<file path="src/rtl/pic_cascade_pkg.sv">
// Shared types and constants for the cascaded-PIC slave acknowledge responder.
package pic_cascade_pkg;

    // Acknowledge sequence states: first INTA pulse, inter-pulse gap, vector pulse
    typedef enum logic [1:0] {
        ST_IDLE = 2'd0,
        ST_ACK1 = 2'd1,
        ST_GAP  = 2'd2,
        ST_ACK2 = 2'd3
    } cas_state_t;

    // Last GAP count value before the sequence is abandoned
    localparam logic [7:0] GAP_TIMEOUT    = 8'd255;
    // Level reported when the request vanished before the vector pulse
    localparam logic [2:0] SPURIOUS_LEVEL = 3'd7;

    // Vector byte: ICW2 base bits T7..T3 followed by the in-service level
    function automatic logic [7:0] make_vector(input logic [4:0] base,
                                               input logic [2:0] level,
                                               input logic       pending);
        logic [2:0] lvl;
        if (pending) begin
            lvl = level;
        end else begin
            lvl = SPURIOUS_LEVEL;
        end
        return {base, lvl};
    endfunction

endpackage

</file>
<file path="src/rtl/inta_edge_detect.sv">
// INTA_n edge detector with optional 2-flop input synchronizer.
// Build option: CAS_INPUT_SYNC_EN adds 2-flop synchronizers on INTA_n and CAS_IN,
// delaying every edge detection and cascade compare by two clocks.
module inta_edge_detect (
    input  logic       clk,
    input  logic       reset,
    input  logic       inta_n,
    input  logic [2:0] cas_in,
    output logic       inta_fall,
    output logic       inta_rise,
    output logic [2:0] cas_cmp
);

    logic inta_src_s;
    logic inta_q;

`ifdef CAS_INPUT_SYNC_EN
    logic       inta_sync1_r;
    logic       inta_sync2_r;
    logic [2:0] cas_sync1_r;
    logic [2:0] cas_sync2_r;

    // Two-stage synchronizer for the asynchronous acknowledge and cascade lines
    always_ff @(posedge clk) begin
        if (reset) begin
            inta_sync1_r <= 1'b1;
            inta_sync2_r <= 1'b1;
            cas_sync1_r  <= 3'd0;
            cas_sync2_r  <= 3'd0;
        end else begin
            inta_sync1_r <= inta_n;
            inta_sync2_r <= inta_sync1_r;
            cas_sync1_r  <= cas_in;
            cas_sync2_r  <= cas_sync1_r;
        end
    end

    assign inta_src_s = inta_sync2_r;
    assign cas_cmp    = cas_sync2_r;
`else
    assign inta_src_s = inta_n;
    assign cas_cmp    = cas_in;
`endif

    // Previous-cycle copy of INTA_n; resets high so a held-low line reads as a new edge
    always_ff @(posedge clk) begin
        if (reset) begin
            inta_q <= 1'b1;
        end else begin
            inta_q <= inta_src_s;
        end
    end

    assign inta_fall = inta_q & ~inta_src_s;
    assign inta_rise = ~inta_q & inta_src_s;

endmodule

</file>
<file path="src/rtl/cascade_slave_responder.sv">
// Slave-side cascade responder of an 8259-style PIC: follows the two INTA
// pulses, decides from CAS_IN whether this slave is addressed, and drives the
// vector byte during the second pulse. Optional build macro CAS_INPUT_SYNC_EN
// (see inta_edge_detect) adds two cycles of input synchronization latency.
module cascade_slave_responder
    import pic_cascade_pkg::*;
(
    input  logic       clk,
    input  logic       reset,
    input  logic [2:0] CAS_IN,
    input  logic       SNGL,
    input  logic       Master_Slave,
    input  logic [2:0] Slave_ID,
    input  logic       INTA_n,
    input  logic [4:0] Vector_base,
    input  logic [2:0] IRQ_level,
    input  logic       Int_pending,
    output logic [7:0] Data_out,
    output logic       Data_oe,
    output logic       Selected,
    output logic       Inta_done,
    output logic       Ack_error
);

    cas_state_t state_r;
    logic [7:0] gap_cnt_r;
    logic       inta_fall_s;
    logic       inta_rise_s;
    logic [2:0] cas_cmp_s;
    logic       active_s;
    logic       match_s;

    inta_edge_detect u_edge (
        .clk       (clk),
        .reset     (reset),
        .inta_n    (INTA_n),
        .cas_in    (CAS_IN),
        .inta_fall (inta_fall_s),
        .inta_rise (inta_rise_s),
        .cas_cmp   (cas_cmp_s)
    );

    assign active_s = ~SNGL & ~Master_Slave;
    assign match_s  = (cas_cmp_s == Slave_ID);

    // Acknowledge sequencer with registered outputs and gap watchdog
    always_ff @(posedge clk) begin
        if (reset) begin
            state_r   <= ST_IDLE;
            gap_cnt_r <= 8'd0;
            Selected  <= 1'b0;
            Data_oe   <= 1'b0;
            Data_out  <= 8'h00;
            Inta_done <= 1'b0;
            Ack_error <= 1'b0;
        end else begin
            Inta_done <= 1'b0;
            Ack_error <= 1'b0;
            if (!active_s) begin
                // Not a cascaded slave: abandon any sequence silently
                state_r   <= ST_IDLE;
                gap_cnt_r <= 8'd0;
                Selected  <= 1'b0;
                Data_oe   <= 1'b0;
                Data_out  <= 8'h00;
            end else begin
                case (state_r)
                    ST_IDLE: begin
                        gap_cnt_r <= 8'd0;
                        if (inta_fall_s) begin
                            state_r <= ST_ACK1;
                        end else begin
                            state_r <= ST_IDLE;
                        end
                    end
                    ST_ACK1: begin
                        if (inta_rise_s) begin
                            Selected  <= match_s;
                            gap_cnt_r <= 8'd0;
                            state_r   <= ST_GAP;
                        end else begin
                            state_r <= ST_ACK1;
                        end
                    end
                    ST_GAP: begin
                        if (inta_fall_s) begin
                            state_r <= ST_ACK2;
                            Data_oe <= Selected;
                            if (Selected) begin
                                Data_out <= make_vector(Vector_base, IRQ_level, Int_pending);
                            end else begin
                                Data_out <= 8'h00;
                            end
                        end else if (gap_cnt_r == GAP_TIMEOUT) begin
                            // Second pulse never came: give up and flag it
                            state_r   <= ST_IDLE;
                            gap_cnt_r <= 8'd0;
                            Selected  <= 1'b0;
                            Ack_error <= 1'b1;
                        end else begin
                            gap_cnt_r <= gap_cnt_r + 8'd1;
                        end
                    end
                    ST_ACK2: begin
                        if (inta_rise_s) begin
                            state_r   <= ST_IDLE;
                            Selected  <= 1'b0;
                            Data_oe   <= 1'b0;
                            Data_out  <= 8'h00;
                            Inta_done <= 1'b1;
                        end else begin
                            state_r <= ST_ACK2;
                        end
                    end
                    default: begin
                        state_r   <= ST_IDLE;
                        gap_cnt_r <= 8'd0;
                        Selected  <= 1'b0;
                        Data_oe   <= 1'b0;
                        Data_out  <= 8'h00;
                    end
                endcase
            end
        end
    end

endmodule

</file>
<file path="config.mk">
export PLATFORM = sky130hd
export DESIGN_NAME = cascade_slave_responder
export DESIGN_NICKNAME = d
export VERILOG_FILES = /design/src/rtl/pic_cascade_pkg.sv /design/src/rtl/inta_edge_detect.sv /design/src/rtl/cascade_slave_responder.sv
export SDC_FILE = /design/constraint.sdc
export NUM_CORES = 1
export LEC_CHECK = 0
export CORE_ASPECT_RATIO = 1.2
export CORE_MARGIN = 10
export CORE_UTILIZATION = 49
export DETAILED_ROUTE_END_ITERATION = 7
export MAX_ROUTING_LAYER = met4
export PLACE_DENSITY = 0.88
export SYNTH_ARGS = -nofsm -noshare
export SYNTH_HDL_FRONTEND = slang
export SYNTH_SLANG_ARGS = --single-unit
</file>
<file path="constraint.sdc">
create_clock -name clk -period 3.7 [get_ports clk]
set_input_delay 0.74 -clock clk [delete_from_list [all_inputs] [get_ports clk]]
set_output_delay 0.74 -clock clk [all_outputs]
set_load 0.02 [all_outputs]
</file>
==> qor.txt, run 1 <==
Final setup viols = 0
CTS tree = built
Row count = 18
Share of cells above drive strength 1 = 0.0915
Sw Pwr = 0.0000885 W
Routed Antenna Nets = 0
Int Pwr = 0.000313 W
Worst min path class = reg2reg
Outcome = finished, final reports clean
Number of post-CTS setup repair buffers = 0
Port Buf Inserts = 31
Core Box Area = 2070 um^2
Top_reg_cell synth = dfxtp_1
Crit-path cells = clkdlybuf4s50_1
Largest fanout on the critical path = 4
Asr flop ratio synth = 0
CTS HTree Levels = 1
Via density = 5.81
Chip width = 62.9 um
Power per standard cell area = 284 nW/um^2
Area contributors post-synth = dfxtp_1 (43%), a22o_1 (6.5%), a21oi_1 (4.6%), nand2b_1 (4.6%), o21ai_0 (3.2%)
Seq cells post-synth = 23
Clock-pin slew on the worst setup and hold paths = 120 ps
DRT Pass-1 Iters = 4
Sequential share of the synthesized area = 0.426
CP bufs+invs = 1
Met3 Track Usage GR = 0.0280
Skew-Pair Late Insertion Delay = 310 ps
Met1 usage = 0.132
Slew Viols, Final = 0
Total die area = 4490 um^2
Final Hold Viols = 0
Hold Slack = 489 ps
Routability congestion estimate from global placement = 0.802
Worst VDD drop = 0.307 mV
Min Tclk post-route = 2080 ps
# IOs = 32
CP required = 2960 ps
Wirelength per Cell = 15.7 um
Area share of the largest cell type after synthesis = 0.426
Flop pwr share = 0.622
Area Growth Syn to Fin = 31.2%
Mapped Cells = 114
CTS sink cnt = 23
Clk pwr share = 0.285
Tot GR Track Use = 0.126
Largest stage delay on the critical path = 630 ps
Syn_nets = 135
Die H = 71.4 um
Syn Std Cell Area = 1080 um^2
DP HPWL = 2.13 mm
Antenna violations before repair = 0
DRC = 0
Most numerous cell in the Yosys netlist = dfxtp_1
Period utilization = 0.561
Fin Setup TNS = 0 ps
Largest net degree at the start of global routing = 14
Crit. End Element = primary output
Clock buffer count from CTS = 3
Initial Util = 0.521
Switching share of power = 0.220
Mean post-synth cell area = 9.47 um^2
Fmax = 482 MHz
Via count = 999
EDFF count, synth = 0
Static Leak = 0.471 nW
Leading area contributor after synthesis = dfxtp_1
Final net count = 164
Worst Skew = 6.20 ps
Final core area utilization = 0.684
CTS Buffer Depth = 2
CP Launch Type = register
# hold bufs at CTS = 0
CTS root buf = clkbuf_4
Crit-path leading delay family = buffers and inverters
Synth unique cells = 40
Tightest Pin Transition = 522 ps
Drt total wl = 2.70 mm
Syn. warnings = 0
RSZ-0062 raised after global routing = no
Synth top cells by count = dfxtp_1 (23), a21oi_1 (10), a22o_1 (8), nand2b_1 (8), o21ai_0 (7)
M2 GR Usage = 0.225
Setup CP Type = reg2out
Total grt overflow = 0
Initial drt markers = 31
GR peak layer = met2
Global-route wire length before repair = 4.67 mm
Antenna diodes = 0
CP arrival = 1340 ps
Maxcap violations = 0
Number of global-route vias before repair = 1033
CP max stage cell = clkdlybuf4s50_1
Worst slew margin = 0.648
Post-CTS sizing = 0
Comb power frac = 0.093
-- placed cells by master (no fill, tap or decap), drive strengths merged, types with 2 or more instances in the layout --
cell type and instances:
clkdlybuf4s50 31, o31ai 5, nand3 4, nand2 3, or3 2, dfxtp 23
inv 2, and4 2, nand2b 8, or4 2, o41ai 2, nor3 2
clkbuf 3, or4b 2, o21ai 7, nor2 2, a41oi 2, a21oi 12
nand4 4, xnor2 3, a22o 8
-- kinds of logic after synthesis --
family,Yosys count,share of synthesized area
compound gates,40,0.262
xor+xnor,3,0.0243
fa+ha+maj,1,0.0116
buf+inv,9,0.0429
flops,23,0.426
simple gates,38,0.233
-- area by class of cell --
cell class	instances	area, um^2
Fill cell	172	656
Timing Repair Buffer	31	310
Clock inverter	1	5.00
Tap cell	30	37.5
Clock buffer	3	22.5
Sequential cell	23	460
Inverter	2	7.51
Multi-Input combinational cell	82	573
-- power by group through the flow --
stage | clock network, W | logic, W | registers (W)
5_1_grt | 0.000127 | 0.0000410 | 0.000250
3_5_place_dp | 0 | 0.0000373 | 0.000255
3_3_place_gp | 0 | 0.0000360 | 0.000255
6_report | 0.000115 | 0.0000373 | 0.000250
4_1_cts | 0.000120 | 0.0000375 | 0.000250
2_1_floorplan | 0 | 0.0000144 | 0.000255
-- registers in the layout, indices dropped and copies added (netlist names) --
register,cells
Data_out,8
gap_cnt_r,8
state_r,2
Ack_error,1
Data_oe,1
Inta_done,1
Selected,1
u_edge.inta_q,1
-- per-layer routing --
metal / share of wire / vias up
li1: - / 492
met1: 0.41 / 457
met2: 0.52 / 43
met5: 0 / -
met4: 0.024 / 0
met3: 0.050 / 7
-- path summary, 6_finish.rpt --
check	from	end	slack, ps	cells past startpoint
setup / recovery	Selected	Selected	1620	1
hold / removal	Data_out[6]	Data_out[6]	490	1
setup reg to reg	gap_cnt_r[2]	gap_cnt_r[5]	2050	4
hold reg to reg	Data_out[6]	Data_out[6]	490	1
-- per-stage QoR --
| stage | instances | setup WS, ps | cell area [um^2] | total power [W] |
|---|---|---|---|---|
| after floorplan | 114 | 1900 | 1080 | 0.000269 |
| after global placement | 168 | 1380 | 1390 | 0.000291 |
| after detailed placement | 168 | 1320 | 1390 | 0.000293 |
| after CTS | 172 | 1600 | 1420 | 0.000407 |
| after global routing | 172 | 1540 | 1420 | 0.000419 |
| final | 172 | 1620 | 1420 | 0.000402 |
No activity file was read; power rests on OpenSTA's default activity.
==> run 2, diff against run 1 <==
CORE_UTILIZATION = 41   (was 49)
PLACE_DENSITY = 0.79   (was 0.88)
clock period = 1.75 ns   (was 3.7 ns; I/O delays follow)
==> run 2 against run 1 <==
Non-clock buffer count up 9; sequential share of layout area shrank 1.6 points; clock-buffer cell count did not move; final area up 5.1%; clock power rose by 110%; global-route usage decreased by 0.25 points; first-iteration DRC count is 29% lower; critical path depth is the same; via count rose by 3.1%; wire length up 9.7%; total power grew 110%; critical endpoint unchanged.
==> qor.txt, run 2 (synthesis results as in run 1) <==
Outcome = finished, final reports clean (unchanged)
Min Tclk post-route = 1690 ps
CP Launch Type = register (unchanged)
Routability congestion estimate from global placement = 0.910 (was 0.802)
Most frequent cells in the layout = clkdlybuf4s50_1 (31), dfxtp_1 (23), a21oi_1 (10) (unchanged)
Clock buffer count from CTS = 3 (unchanged)
Number of post-CTS setup repair buffers = 0 (unchanged)
Commonest non-fill, non-tap cell in the layout = clkdlybuf4s50_1 (unchanged)
Power per standard cell area = 577 nW/um^2 (was 284 nW/um^2)
Period utilization = 0.963
Worst Hold Depth = 1 (unchanged)
Number of global-route vias before repair = 1042 (was 1033)
Tot GR Track Use = 0.124 (was 0.126)
Worst min path class = reg2reg (unchanged)
Global-route wire length before repair = 4.87 mm (was 4.67 mm)
Share of cells above drive strength 1 = 0.152 (was 0.0915)
Crit-path leading delay family = buffers and inverters (unchanged)
Maxcap violations = 0 (unchanged)
Core Box Area = 2530 um^2 (was 2070 um^2)
Crit-path cells = clkdlybuf4s50_1 (unchanged)
Fmax = 593 MHz
Antenna violations before repair = 0 (unchanged)
CTS root buf = clkbuf_4 (unchanged)
Tightest Pin Transition = 421 ps (was 522 ps)
Setup CP Type = reg2out (unchanged)
Leading registers by flop count = Data_out x8, gap_cnt_r x8, state_r x2 (unchanged)
Sw Pwr = 0.000192 W (was 0.0000885 W)
CP arrival = 1340 ps (about the same)
Antenna diodes = 0 (unchanged)
Flop pwr share = 0.616 (was 0.622)
CP required = 1400 ps (was 2960 ps)
HP Start = Data_out[5] (was Data_out[6])
Worst R2R Setup Slack = 190 ps (was 2050 ps)
Largest net degree at the start of global routing = 14 (unchanged)
Wirelength per Cell = 16.1 um (was 15.7 um)
Total grt overflow = 0 (unchanged)
Drt total wl = 2.96 mm (was 2.70 mm)
Area Growth Syn to Fin = 37.9% (was 31.2%)
R2R Path Start = gap_cnt_r[3] (was gap_cnt_r[2])
Sink of the worst hold path = Data_out[5] (was Data_out[6])
Row count = 20 (was 18)
Total die area = 5090 um^2 (was 4490 um^2)
Largest stage delay on the critical path = 630 ps (about the same)
Worst Skew = 4.81 ps (was 6.20 ps)
Register area = 460 um^2 (unchanged)
Chip width = 66.8 um (was 62.9 um)
Worst VDD drop = 0.506 mV (was 0.307 mV)
R2R depth = 4 (unchanged)
Comb power frac = 0.101 (was 0.093)
Largest fanout on the critical path = 4 (unchanged)
Multi-input gate area = 574 um^2 (was 573 um^2)
RSZ-0062 raised after global routing = no (unchanged)
CP max stage cell = clkdlybuf4s50_1 (unchanged)
Switching share of power = 0.223 (was 0.220)
# IOs = 32 (unchanged)
Clock-pin slew on the worst setup and hold paths = 120 ps (about the same)
Die H = 76.2 um (was 71.4 um)
CTS Buffer Depth = 2 (unchanged)
Crit. End Element = primary output (unchanged)
CP bufs+invs = 1 (unchanged)
Fill cells = 233 (was 172)
Int Pwr = 0.000667 W (was 0.000313 W)
Clk pwr share = 0.284 (was 0.285)
DP HPWL = 2.39 mm (was 2.13 mm)
Static Leak = 0.514 nW (was 0.471 nW)
R2R Path End = gap_cnt_r[7] (was gap_cnt_r[5])
DRC = 0 (unchanged)
CTS tree = built (unchanged)
Hold Slack = 489 ps (about the same)
Final Hold Viols = 0 (unchanged)
Slew Viols, Final = 0 (unchanged)
Final setup viols = 0 (unchanged)
DRT Pass-1 Iters = 4 (unchanged)
CTS HTree Levels = 1 (unchanged)
Final net count = 173 (was 164)
Initial drt markers = 22 (was 31)
Routed Antenna Nets = 0 (unchanged)
Worst slew margin = 0.719 (was 0.648)
CTS sink cnt = 23 (unchanged)
Initial Util = 0.427 (was 0.521)
Via density = 5.60 (was 5.81)
Skew-Pair Late Insertion Delay = 310 ps (about the same)
Fin Setup TNS = 0 ps (unchanged)
Via count = 1030 (was 999)
Port Buf Inserts = 31 (unchanged)
-- run 2: worst max-delay path by stage --
stage | start | end | slack [ps] | depth (start not counted)
finish | Selected | Selected | 60 | 1
detailed placement | INTA_n | gap_cnt_r[5] | -270 | 5
CTS | Selected | Selected | 50 | 1
global placement | INTA_n | gap_cnt_r[4] | -170 | 5
floorplan | u_edge.inta_q | gap_cnt_r[4] | 300 | 5
global route | Data_out[4] | Data_out[4] | 10 | 1
-- run 2: power by group through the flow --
stage | combinational (W) | clock (W) | sequential [W]
3_5_place_dp | 0.0000863 | 0 | 0.000540
2_1_floorplan | 0.0000304 | 0 | 0.000538
5_1_grt | 0.0000934 | 0.000269 | 0.000529
3_3_place_gp | 0.0000812 | 0 | 0.000540
6_report | 0.0000866 | 0.000243 | 0.000529
4_1_cts | 0.0000870 | 0.000248 | 0.000528
-- run 2: repair_timing --
item,4_1_cts,5_1_grt
hold buffers,0,0
endpoints found under the setup margin,0,1
resized for setup,0,1
-- run 2: layer usage --
| layer | track usage | vias up | routed length [um] |
|---|---|---|---|
| met1 | 0.122 | 487 | 1130 |
| met5 | - | - | 0 |
| li1 | - | 509 | - |
| met4 | 0.0756 | 0 | 97 |
| met2 | 0.218 | 25 | 1660 |
| met3 | 0.0162 | 9 | 68 |
-- run 2: through the flow --
step	instances	util	instance area (um^2)	worst slack, ps	total power (W)
global route	184	0.589	1490	13.9	0.000892
CTS	184	0.589	1490	45.0	0.000864
global placement	180	0.578	1460	-171	0.000621
detailed placement	180	0.578	1460	-275	0.000626
finish	184	0.589	1490	64.2	0.000859
floorplan	114	-	1080	302	0.000569
-- run 2: cell type report --
class                   instances  share of cell area
repair buffers                 40               0.254
multi-input cells              82               0.386
flip-flops and latches         23               0.309
clock buffers                   3              0.0151
well taps                      33              0.0277
clock inverters                 1             0.00336
inverters                       2             0.00504
